**src/rtl/spinner_quad_gen_pkg.sv**
```systemverilog
// Shared types and dial-code helpers for the joystick-driven spinner emulation.
package spinner_pkg;

  typedef enum logic {IDLE, RUN} spin_state_t;

  typedef enum logic [1:0] {DIR_NONE, DIR_INC, DIR_DEC} spin_dir_t;

  // Active-low Gray sequence indexed by phase; incrementing walks forward.
  localparam logic [1:0] QUAD_LUT [4] = '{2'b11, 2'b10, 2'b00, 2'b01};

  localparam logic [1:0] DIAL_REST    = 2'b11;
  localparam logic [1:0] DIAL_LEG_INC = 2'b01;
  localparam logic [1:0] DIAL_LEG_DEC = 2'b10;

  function automatic logic [1:0] quad_code(input logic [1:0] phase);
    return QUAD_LUT[phase];
  endfunction

  // Both pressed or neither pressed means no rotation request.
  function automatic spin_dir_t decode_dir(input logic inc, input logic dec, input logic invert);
    logic up;
    logic dn;
    up = inc ^ invert;
    dn = dec ^ invert;
    if (up && !dn) return DIR_INC;
    if (dn && !up) return DIR_DEC;
    return DIR_NONE;
  endfunction

endpackage

```
**src/rtl/spinner_quad_gen_channel.sv**
```systemverilog
// One dial channel: IDLE/RUN control, step-period and acceleration counters,
// quadrature phase, signed position and the registered dial code.
module spinner_channel
  import spinner_pkg::*;
#(
  parameter int PERIOD_SLOW = 8,
  parameter int PERIOD_FAST = 2,
  parameter int ACCEL_HOLD  = 6,
  parameter int POS_W       = 8
) (
  input  logic             clk_sys,
  input  logic             reset,
  input  logic             tick,
  input  logic             pause,
  input  logic             enable,
  input  logic             quad_mode,
  input  logic             invert,
  input  logic             inc,
  input  logic             dec,
  output logic [1:0]       dial_out,
  output logic [POS_W-1:0] pos,
  output logic             step
);

  localparam int PER_W = (PERIOD_SLOW > 1) ? $clog2(PERIOD_SLOW) : 1;
  localparam int ACC_W = (ACCEL_HOLD > 0) ? $clog2(ACCEL_HOLD + 1) : 1;

  spin_state_t      state, state_n;
  spin_dir_t        cur_dir, cur_dir_n, dir;
  logic [PER_W-1:0] period_cnt, period_n;
  logic [ACC_W-1:0] accel_cnt, accel_n;
  logic [1:0]       phase, phase_n;
  logic [POS_W-1:0] pos_n;
  logic             step_n;
  logic [1:0]       dial_n;

  assign dir = decode_dir(inc, dec, invert);

  // NOTE: state registers use non-blocking assignments so every register
  // samples the pre-edge values of its neighbours, independent of block order.
  always_ff @(posedge clk_sys or posedge reset) begin
    if (reset) begin
      state      <= IDLE;
      cur_dir    <= DIR_NONE;
      period_cnt <= '0;
      accel_cnt  <= '0;
      phase      <= '0;
      pos        <= '0;
      step       <= 1'b0;
      dial_out   <= DIAL_REST;
    end else if (pause) begin
      step <= 1'b0;
    end else begin
      state      <= state_n;
      cur_dir    <= cur_dir_n;
      period_cnt <= period_n;
      accel_cnt  <= accel_n;
      phase      <= phase_n;
      pos        <= pos_n;
      step       <= step_n;
      dial_out   <= dial_n;
    end
  end

  // NOTE: every output of this block gets a default first so no path leaves
  // a variable unassigned, which would otherwise infer a latch.
  always_comb begin
    state_n   = state;
    cur_dir_n = cur_dir;
    period_n  = period_cnt;
    accel_n   = accel_cnt;
    phase_n   = phase;
    pos_n     = pos;
    step_n    = 1'b0;
    unique case (state)
      IDLE: begin
        if (enable && dir != DIR_NONE) begin
          state_n   = RUN;
          cur_dir_n = dir;
          period_n  = '0;
          accel_n   = '0;
        end
      end
      RUN: begin
        if (!enable || dir == DIR_NONE) begin
          state_n = IDLE;
        end else if (dir != cur_dir) begin
          // Reversal restarts the schedule: first reversed step on the next tick.
          cur_dir_n = dir;
          period_n  = '0;
          accel_n   = '0;
        end else if (tick) begin
          if (period_cnt == '0) begin
            step_n   = 1'b1;
            phase_n  = (cur_dir == DIR_INC) ? phase + 2'd1 : phase - 2'd1;
            pos_n    = (cur_dir == DIR_INC) ? pos + POS_W'(1) : pos - POS_W'(1);
            period_n = (accel_cnt >= ACC_W'(ACCEL_HOLD)) ? PER_W'(PERIOD_FAST - 1)
                                                          : PER_W'(PERIOD_SLOW - 1);
            if (accel_cnt < ACC_W'(ACCEL_HOLD)) accel_n = accel_cnt + ACC_W'(1);
          end else begin
            period_n = period_cnt - PER_W'(1);
          end
        end
      end
      default: state_n = IDLE;
    endcase
    if (!enable) phase_n = '0;
  end

  // Dial code is computed from next state so it lands together with phase/pos.
  always_comb begin
    dial_n = DIAL_REST;
    if (enable) begin
      if (quad_mode)
        dial_n = quad_code(phase_n);
      else if (state_n == RUN)
        dial_n = (cur_dir_n == DIR_INC) ? DIAL_LEG_INC : DIAL_LEG_DEC;
    end
  end

endmodule

```
**src/rtl/spinner_quad_gen.sv**
```systemverilog
// Rotary dial emulation for NUM_CH players: shared millisecond prescaler
// feeding one spinner_channel per player.
module spinner_quad_gen
  import spinner_pkg::*;
#(
  parameter int NUM_CH      = 2,
  parameter int TICK_DIV    = 12000,
  parameter int PERIOD_SLOW = 8,
  parameter int PERIOD_FAST = 2,
  parameter int ACCEL_HOLD  = 6,
  parameter int POS_W       = 8
) (
  input  logic                    clk_sys,
  input  logic                    reset,
  input  logic [NUM_CH-1:0]       enable,
  input  logic [NUM_CH-1:0]       quad_mode,
  input  logic [NUM_CH-1:0]       invert,
  input  logic [NUM_CH-1:0]       inc,
  input  logic [NUM_CH-1:0]       dec,
  input  logic                    pause,
  output logic [2*NUM_CH-1:0]     dial_out,
  output logic [POS_W*NUM_CH-1:0] pos,
  output logic [NUM_CH-1:0]       step
);

  localparam int DIV_W = (TICK_DIV > 1) ? $clog2(TICK_DIV) : 1;

  logic [DIV_W-1:0] pre_cnt;
  logic             tick;

  assign tick = !pause && (pre_cnt == DIV_W'(TICK_DIV - 1));

  always_ff @(posedge clk_sys or posedge reset) begin
    if (reset)
      pre_cnt <= '0;
    else if (!pause)
      pre_cnt <= tick ? '0 : pre_cnt + DIV_W'(1);
  end

  for (genvar c = 0; c < NUM_CH; c++) begin : g_ch
    spinner_channel #(
      .PERIOD_SLOW (PERIOD_SLOW),
      .PERIOD_FAST (PERIOD_FAST),
      .ACCEL_HOLD  (ACCEL_HOLD),
      .POS_W       (POS_W)
    ) u_ch (
      .clk_sys   (clk_sys),
      .reset     (reset),
      .tick      (tick),
      .pause     (pause),
      .enable    (enable[c]),
      .quad_mode (quad_mode[c]),
      .invert    (invert[c]),
      .inc       (inc[c]),
      .dec       (dec[c]),
      .dial_out  (dial_out[2*c +: 2]),
      .pos       (pos[POS_W*c +: POS_W]),
      .step      (step[c])
    );
  end

endmodule
```
**config.mk**
```make
export PLATFORM = sky130hd
export DESIGN_NAME = spinner_quad_gen
export DESIGN_NICKNAME = d
export VERILOG_FILES = /design/src/rtl/spinner_quad_gen_pkg.sv /design/src/rtl/spinner_quad_gen_channel.sv /design/src/rtl/spinner_quad_gen.sv
export SDC_FILE = /design/constraint.sdc
export NUM_CORES = 1
export LEC_CHECK = 0
export CELL_PAD_IN_SITES_DETAIL_PLACEMENT = 1
export CELL_PAD_IN_SITES_GLOBAL_PLACEMENT = 1
export CORE_AREA = 2 2 96 98
export DETAILED_ROUTE_END_ITERATION = 7
export DIE_AREA = 0 0 98 100
export PLACE_DENSITY_LB_ADDON = 0.25
export SLEW_MARGIN = 20
export SYNTH_ARGS = -nofsm -noshare
export SYNTH_HDL_FRONTEND = slang
export SYNTH_SLANG_ARGS = --single-unit
```
**constraint.sdc**
```tcl
create_clock -name clk_sys -period 3 [get_ports clk_sys]
set_input_delay 0.9 -clock clk_sys [delete_from_list [all_inputs] [get_ports clk_sys]]
set_output_delay 0.9 -clock clk_sys [all_outputs]
set_load 0.02 [all_outputs]
```
# After elaboration in Yosys (flattened, before gate mapping)
# Index checks and enable logic that the tools add are counted.
# word_totals
elab_cells,191
out_inout_bits,22
ff_bits,58
inputBits,13
# classes
muxes,97
n_bitwise,13
magnitude_cmp,6
n_addsub,13
n_eq_ne,17
reduce_logical,28
# ops
op,count
$mux 2,40
$mux 3,22
$pmux 3 s2,4
$reduce_and 6->1,4
$mux 1,22
$ne 3x3->1 const B,6
$add 8x1->8 const B,2
$mux 8,2
$sub 8x1->8 const B,2
$add 14x1->14 const B,1
$eq 14x14->1 const B,1
$mux 14,1
$ge 3x3->1 const B,4
$bmux 2 s2,2
$eq 2x1->1 const B,4
$pmux 2 s2,2
$reduce_and 4->1,2
$logic_and 1x1->1,7
$logic_not 1->1,7
$not 1->1,7
$add 3x1->3 const B,2
$logic_not 3->1,2
$lt 3x3->1 const B,2
$not 2->3,2
other kinds (11),24

# Logic depth before layout (Yosys ltp)
# logic_depth
word_depth,18
ltp_mapped,9
ltp_nobuf,8

# Cells and area by module
# Synthesis repeated with hierarchy kept, for this count alone.
# unflattened
hier_cells,378
area_unflattened_um2,3689.8
# by_module_without_submodules
module,instances,area_per_inst_um2,seq_area_each_um2,cells_per_inst
spinner_channel (g_ch[1].u_ch),1,1510.2,553.0,156
spinner_channel (g_ch[0].u_ch),1,1476.4,553.0,154
spinner_quad_gen,1,703.2,350.3,68

# Least setup slack after synthesis
# OpenSTA, ideal clock, no wires.
# synth_timing
kind,input-to-reg
from,input invert[0]
to,register g_ch[0].u_ch.phase[1]
stages,7
arrival_time_ns,2.721
path_buffers,0
path_slack_ns,0.158
required_ns,2.879
setup_ns,0.121
path_cell_list,xor2_1 > ha_1 > and4bb_1 > nand4_2 > nor4_2 > mux2_1 > a22o_1
# synth_between
elab_chain_len,12
word_cells_on_any_way,19
cone_classes,eq/ne (1); mux (10); bitwise (2); reduce/logical (6)
# synth_rtl
element,line,source
from (decl),spinner_quad_gen.sv:17,"input logic [NUM_CH-1:0] invert,"
$xor 1x1->1,spinner_quad_gen_pkg.sv:23,up = inc ^ invert;
$logic_not 1->1,spinner_quad_gen_pkg.sv:26,if (dn && !up) return DIR_DEC;
$logic_and 1x1->1,spinner_quad_gen_pkg.sv:26,
$mux 1 (2 in a row),spinner_quad_gen_pkg.sv:26,
$mux 2,spinner_quad_gen_pkg.sv:27,return DIR_NONE;
$mux 2 *,spinner_quad_gen_pkg.sv:26,
$ne 2x2->1 / $logic_not 2->1 (equally long branches),"spinner_quad_gen_channel.sv:87, spinner_quad_gen_channel.sv:85",
$mux 2 / $logic_or 1x1->1 (equally long branches),"spinner_quad_gen_channel.sv:87, spinner_quad_gen_channel.sv:85",
$mux 2 *,spinner_quad_gen_channel.sv:85,if (!enable || dir == DIR_NONE) begin
$mux 2 *,spinner_quad_gen_channel.sv:75,unique case (state)
$mux 2 *,spinner_quad_gen_channel.sv:107,if (!enable) phase_n = '0;
to (signal assigned),spinner_quad_gen_channel.sv:58,phase <= phase_n;
to (decl),spinner_quad_gen_channel.sv:32,"logic [1:0] phase, phase_n;"
# Mark *: on every way between the ends. The rest lies on a longest branch, timed or not. The select of a mux whose other input is x is not followed.
# A chain may end at the register's enable or synchronous reset.

# Worst setup path after layout
# layout_timing
from,input dec[0]
to,register g_ch[0].u_ch.dial_out[0]
# layout_between
elab_chain_len,17
word_cells_on_any_way,35
cone_classes,eq/ne (2); mux (24); bitwise (2); reduce/logical (7)
# layout_rtl
element,line,source
from (decl),spinner_quad_gen.sv:19,"input logic [NUM_CH-1:0] dec,"
$xor 1x1->1 *,spinner_quad_gen_pkg.sv:24,dn = dec ^ invert;
$logic_and 1x1->1,spinner_quad_gen_pkg.sv:26,
$mux 1 (2 in a row),spinner_quad_gen_pkg.sv:26,
$mux 2,spinner_quad_gen_pkg.sv:27,
$mux 2 *,spinner_quad_gen_pkg.sv:26,
$ne 2x2->1 / $logic_not 2->1 (equally long branches),"spinner_quad_gen_channel.sv:87, spinner_quad_gen_channel.sv:85",
$mux 2 / $logic_or 1x1->1 (equally long branches),"spinner_quad_gen_channel.sv:87, spinner_quad_gen_channel.sv:85",
$mux 2,spinner_quad_gen_channel.sv:85,
$mux 2,spinner_quad_gen_channel.sv:75,
$mux 2,spinner_quad_gen_channel.sv:107,
$not 2->3 (not written as such),spinner_quad_gen_pkg.sv:16,return QUAD_LUT[phase];
$bmux 2 s2,spinner_quad_gen_pkg.sv:16,
$mux 2 (not written as such) (2 in a row),spinner_quad_gen_pkg.sv:16,
$mux 2 *,spinner_quad_gen_channel.sv:114,if (quad_mode)
$mux 2 *,spinner_quad_gen_channel.sv:113,if (enable) begin
to (signal assigned),spinner_quad_gen_channel.sv:61,dial_out <= dial_n;
to (decl),spinner_quad_gen_channel.sv:20,"output logic [1:0] dial_out,"
# Marks and branches as above.

==> flow_summary.ini <==
[outcome]
status = completed

[layout]
final_cell_area_sq_um = 4790
fill_cells = 1015
layout.nets = 511
regArea_sq_um = 1460
final_cells = 587
multi_input_area_sq_um = 2270
drive_above_1_share_pct = 18.3
synthToLayoutAreaGrowth_pct = 24.6
diodes = 0

[grt]
overflow = 0
grt_pass1_vias = 3475
grt_max_degree = 27
grt_usage_pct = 20.7
antenna_found_initial = 0
grt_pass1_wl_um = 16300

[cts]
clock_path_buffers = 2
cts_buffers = 9
cts_sinks = 58
cts-root-buf = clkbuf_8
htreeDepth = 3
hold_buffers = 0
cts_tree = yes
clkSlewWorstSetupHoldPaths_ns = 0.07
cts_setup_buffers = 0
clk_latency_ns = 0.34

[logic_synthesis]
synth_top_cell_area_share_pct = 35.2
yosysWarnings = 0
syn_nets = 444
synth.most_common_cell = dfrtp_1
ys_seq_area_share_pct = 37.9
ys_seq_elements = 58
synth-edff-count = 0
ys.flop_type = dfrtp_1
netlist_area_sq_um = 3840
avgSynthCellArea_sq_um = 9.49
synthTopCellsByArea = dfrtp_1 35%, ha_1 7.8%, nand2_1 4.8%
synth.largest_area_cell = dfrtp_1
synth_common_cells = 54 x dfrtp_1, 49 x nand2_1, 25 x inv_1
synth_cell_types = 71
syn_inst = 405
async_reset_ff_share_pct = 100

[route]
post_drt_wl_per_cell_um = 16.5
dr.pass1.iters = 4
wirelength_um = 9670
vias_per_cell = 5.49
drc = 0
vias = 3220
dr.first_iter.drc_count = 56
postRouteAntennaNets = 0

[timing]
setup_tns_ns = 0
skew_ns = 0.0105
max_freq_mhz = 342
worstMarginPinSlew_ns = 0.696
setup_violations = 0
period_share_pct = 97.4
fin_crit_ns = 2.92
relSlewSlack_pct = 53.6
drv_slew = 0
hold_viol = 0

[worst_setup_path]
cp-start-kind = input pin
critPathLaunch = dec[0]
crit_family = simple AND/OR/NAND/NOR gates
end_kind = flip-flop
crit_type = input pin to flip-flop
crit_end = g_ch[0].u_ch.dial_out[0]$_DFFE_PP1N_
cp_num_cells = 9
r2r-start = g_ch[0].u_ch.cur_dir[1]$_DFFE_PP0N_
worstPathCellList = clkdlybuf4s50_1, xor2_2, ha_1, and4bb_1, nand4_4, buf_4, nor4_1, a211oi_2, a31o_1
cp_max_fo = 6
r2r_end = g_ch[0].u_ch.pos[7]$_DFFE_PP0P_
r2r_slack_ns = 0.53
slowest_stage = clkdlybuf4s50_1
crit_arrival_ns = 3.20
worstPathRequired_ns = 3.28
crit_buf_inv = 2
worstRegToRegCells = 7
slowest_delay_ns = 0.45

[floorplanning]
pin_count = 35
die-width_um = 98
rows = 35
start_util_pct = 43.2
die-area_sq_um = 9800
core-area_sq_um = 8890
die_h_um = 100

[placement]
dpl.hpwl_um = 7280
gp_congestion = 0.847
dp.cells = 572
place_area_sq_um = 4510
numPortBuffers = 34

[pwr]
p_per_area_nw_per_um2 = 449
p_leak_nw = 2.19
total_power_mw = 2.15
peakVddDrop_uv = 258

[hold_path]
hold_path_class = flip-flop to flip-flop
hp-start = g_ch[0].u_ch.pos[7]$_DFFE_PP0P_

[job]
maxCapViolCount = 0
## cell families after synthesis
logic type,Yosys count,synth area share (%)
AND/OR/NAND/NOR,157,23.7
multiplexers,6,1.76
AO/OA/AOI/OAI,83,14.6
flip-flops,58,37.9
adder cells (fa/ha/maj),26,8.85
buffers and inverters,40,5.11
XOR/XNOR,35,8.17
## layer usage
layer | global-route usage (%) | vias up | share of wire [%]
met5 | 0 | - | 0
met4 | 7.16 | 0 | 0.96
met3 | 4.74 | 8 | 2.5
met2 | 35.7 | 39 | 51
met1 | 25.8 | 1600 | 46
li1 | - | 1573 | -
## through the flow
step                      utilization, %  hold WS (ns)  setup WS, ns
after detailed placement            50.7         0.473        -0.412
after global placement              50.7         0.475        -0.266
final                               53.9         0.481        0.0787
after global routing                53.9         0.524      -0.00116
after floorplan                        -         0.473         0.158
after CTS                           53.0         0.483        0.0220
## final cells by class
| class | count | area share (%) |
|---|---|---|
| Timing Repair Buffer | 71 | 13.3 |
| Inverter | 25 | 1.96 |
| Clock buffer | 13 | 3.74 |
| Tap cell | 111 | 2.90 |
| Sequential cell | 58 | 30.4 |
| Clock inverter | 2 | 0.209 |
| Multi-Input combinational cell | 307 | 47.5 |
## where the power goes
part           leakage, nW  switching, mW  internal [mW]
Clock                0.101          0.314          0.383
Sequential           0.779         0.0699          0.845
Combinational         1.31          0.295          0.242
Total                 2.19          0.678           1.47
## registers in the layout (all words and copies together) (netlist names)
name and cells:
g_ch.u_ch.accel_cnt 6, g_ch.u_ch.step 2, g_ch.u_ch.dial_out 4, g_ch.u_ch.phase 4
pre_cnt 14, g_ch.u_ch.state 2, g_ch.u_ch.period_cnt 6, g_ch.u_ch.pos 16
g_ch.u_ch.cur_dir 4
## layout by cell type (no fill, tap or decap), drive strengths merged, types with 14 or more instances in the layout
cell	netlist	layout
dfrtp	54	54
nand2	50	50
buf	12	37
clkdlybuf4s50	0	32
nor2	26	26
o21ai	26	26
inv	25	25
ha	24	24
xnor2	22	22
a21oi	15	15
nand3	14	14
## repair_timing
action | 4_1_cts | 5_1_grt
pin swaps | 2 | 2
endpoints found under the setup margin | 2 | 22
resized for setup | 2 | 12
## worst min-delay path by stage
stage | to | slack [ns] | depth (start not counted)
floorplan | g_ch[0].u_ch.period_cnt[1]$_DFFE_PP0P_ | 0.47 | 1
global placement | g_ch[1].u_ch.pos[7]$_DFFE_PP0P_ | 0.47 | 1
detailed placement | g_ch[0].u_ch.pos[7]$_DFFE_PP0P_ | 0.47 | 1
CTS | g_ch[0].u_ch.pos[7]$_DFFE_PP0P_ | 0.48 | 1
global route | g_ch[0].u_ch.pos[7]$_DFFE_PP0P_ | 0.52 | 1
finish | g_ch[0].u_ch.pos[7]$_DFFE_PP0P_ | 0.48 | 1
## worst reg2reg max path, stage by stage (launching register included)
cell	delay, ns
dfrtp_1	0.42
nand2b_1	0.43
ha_1	0.43
a21oi_1	0.19
o211ai_1	0.17
o41ai_1	0.35
mux2i_1	0.26
xnor2_1	0.14
Note: power is estimated with default switching activity, not from simulation.
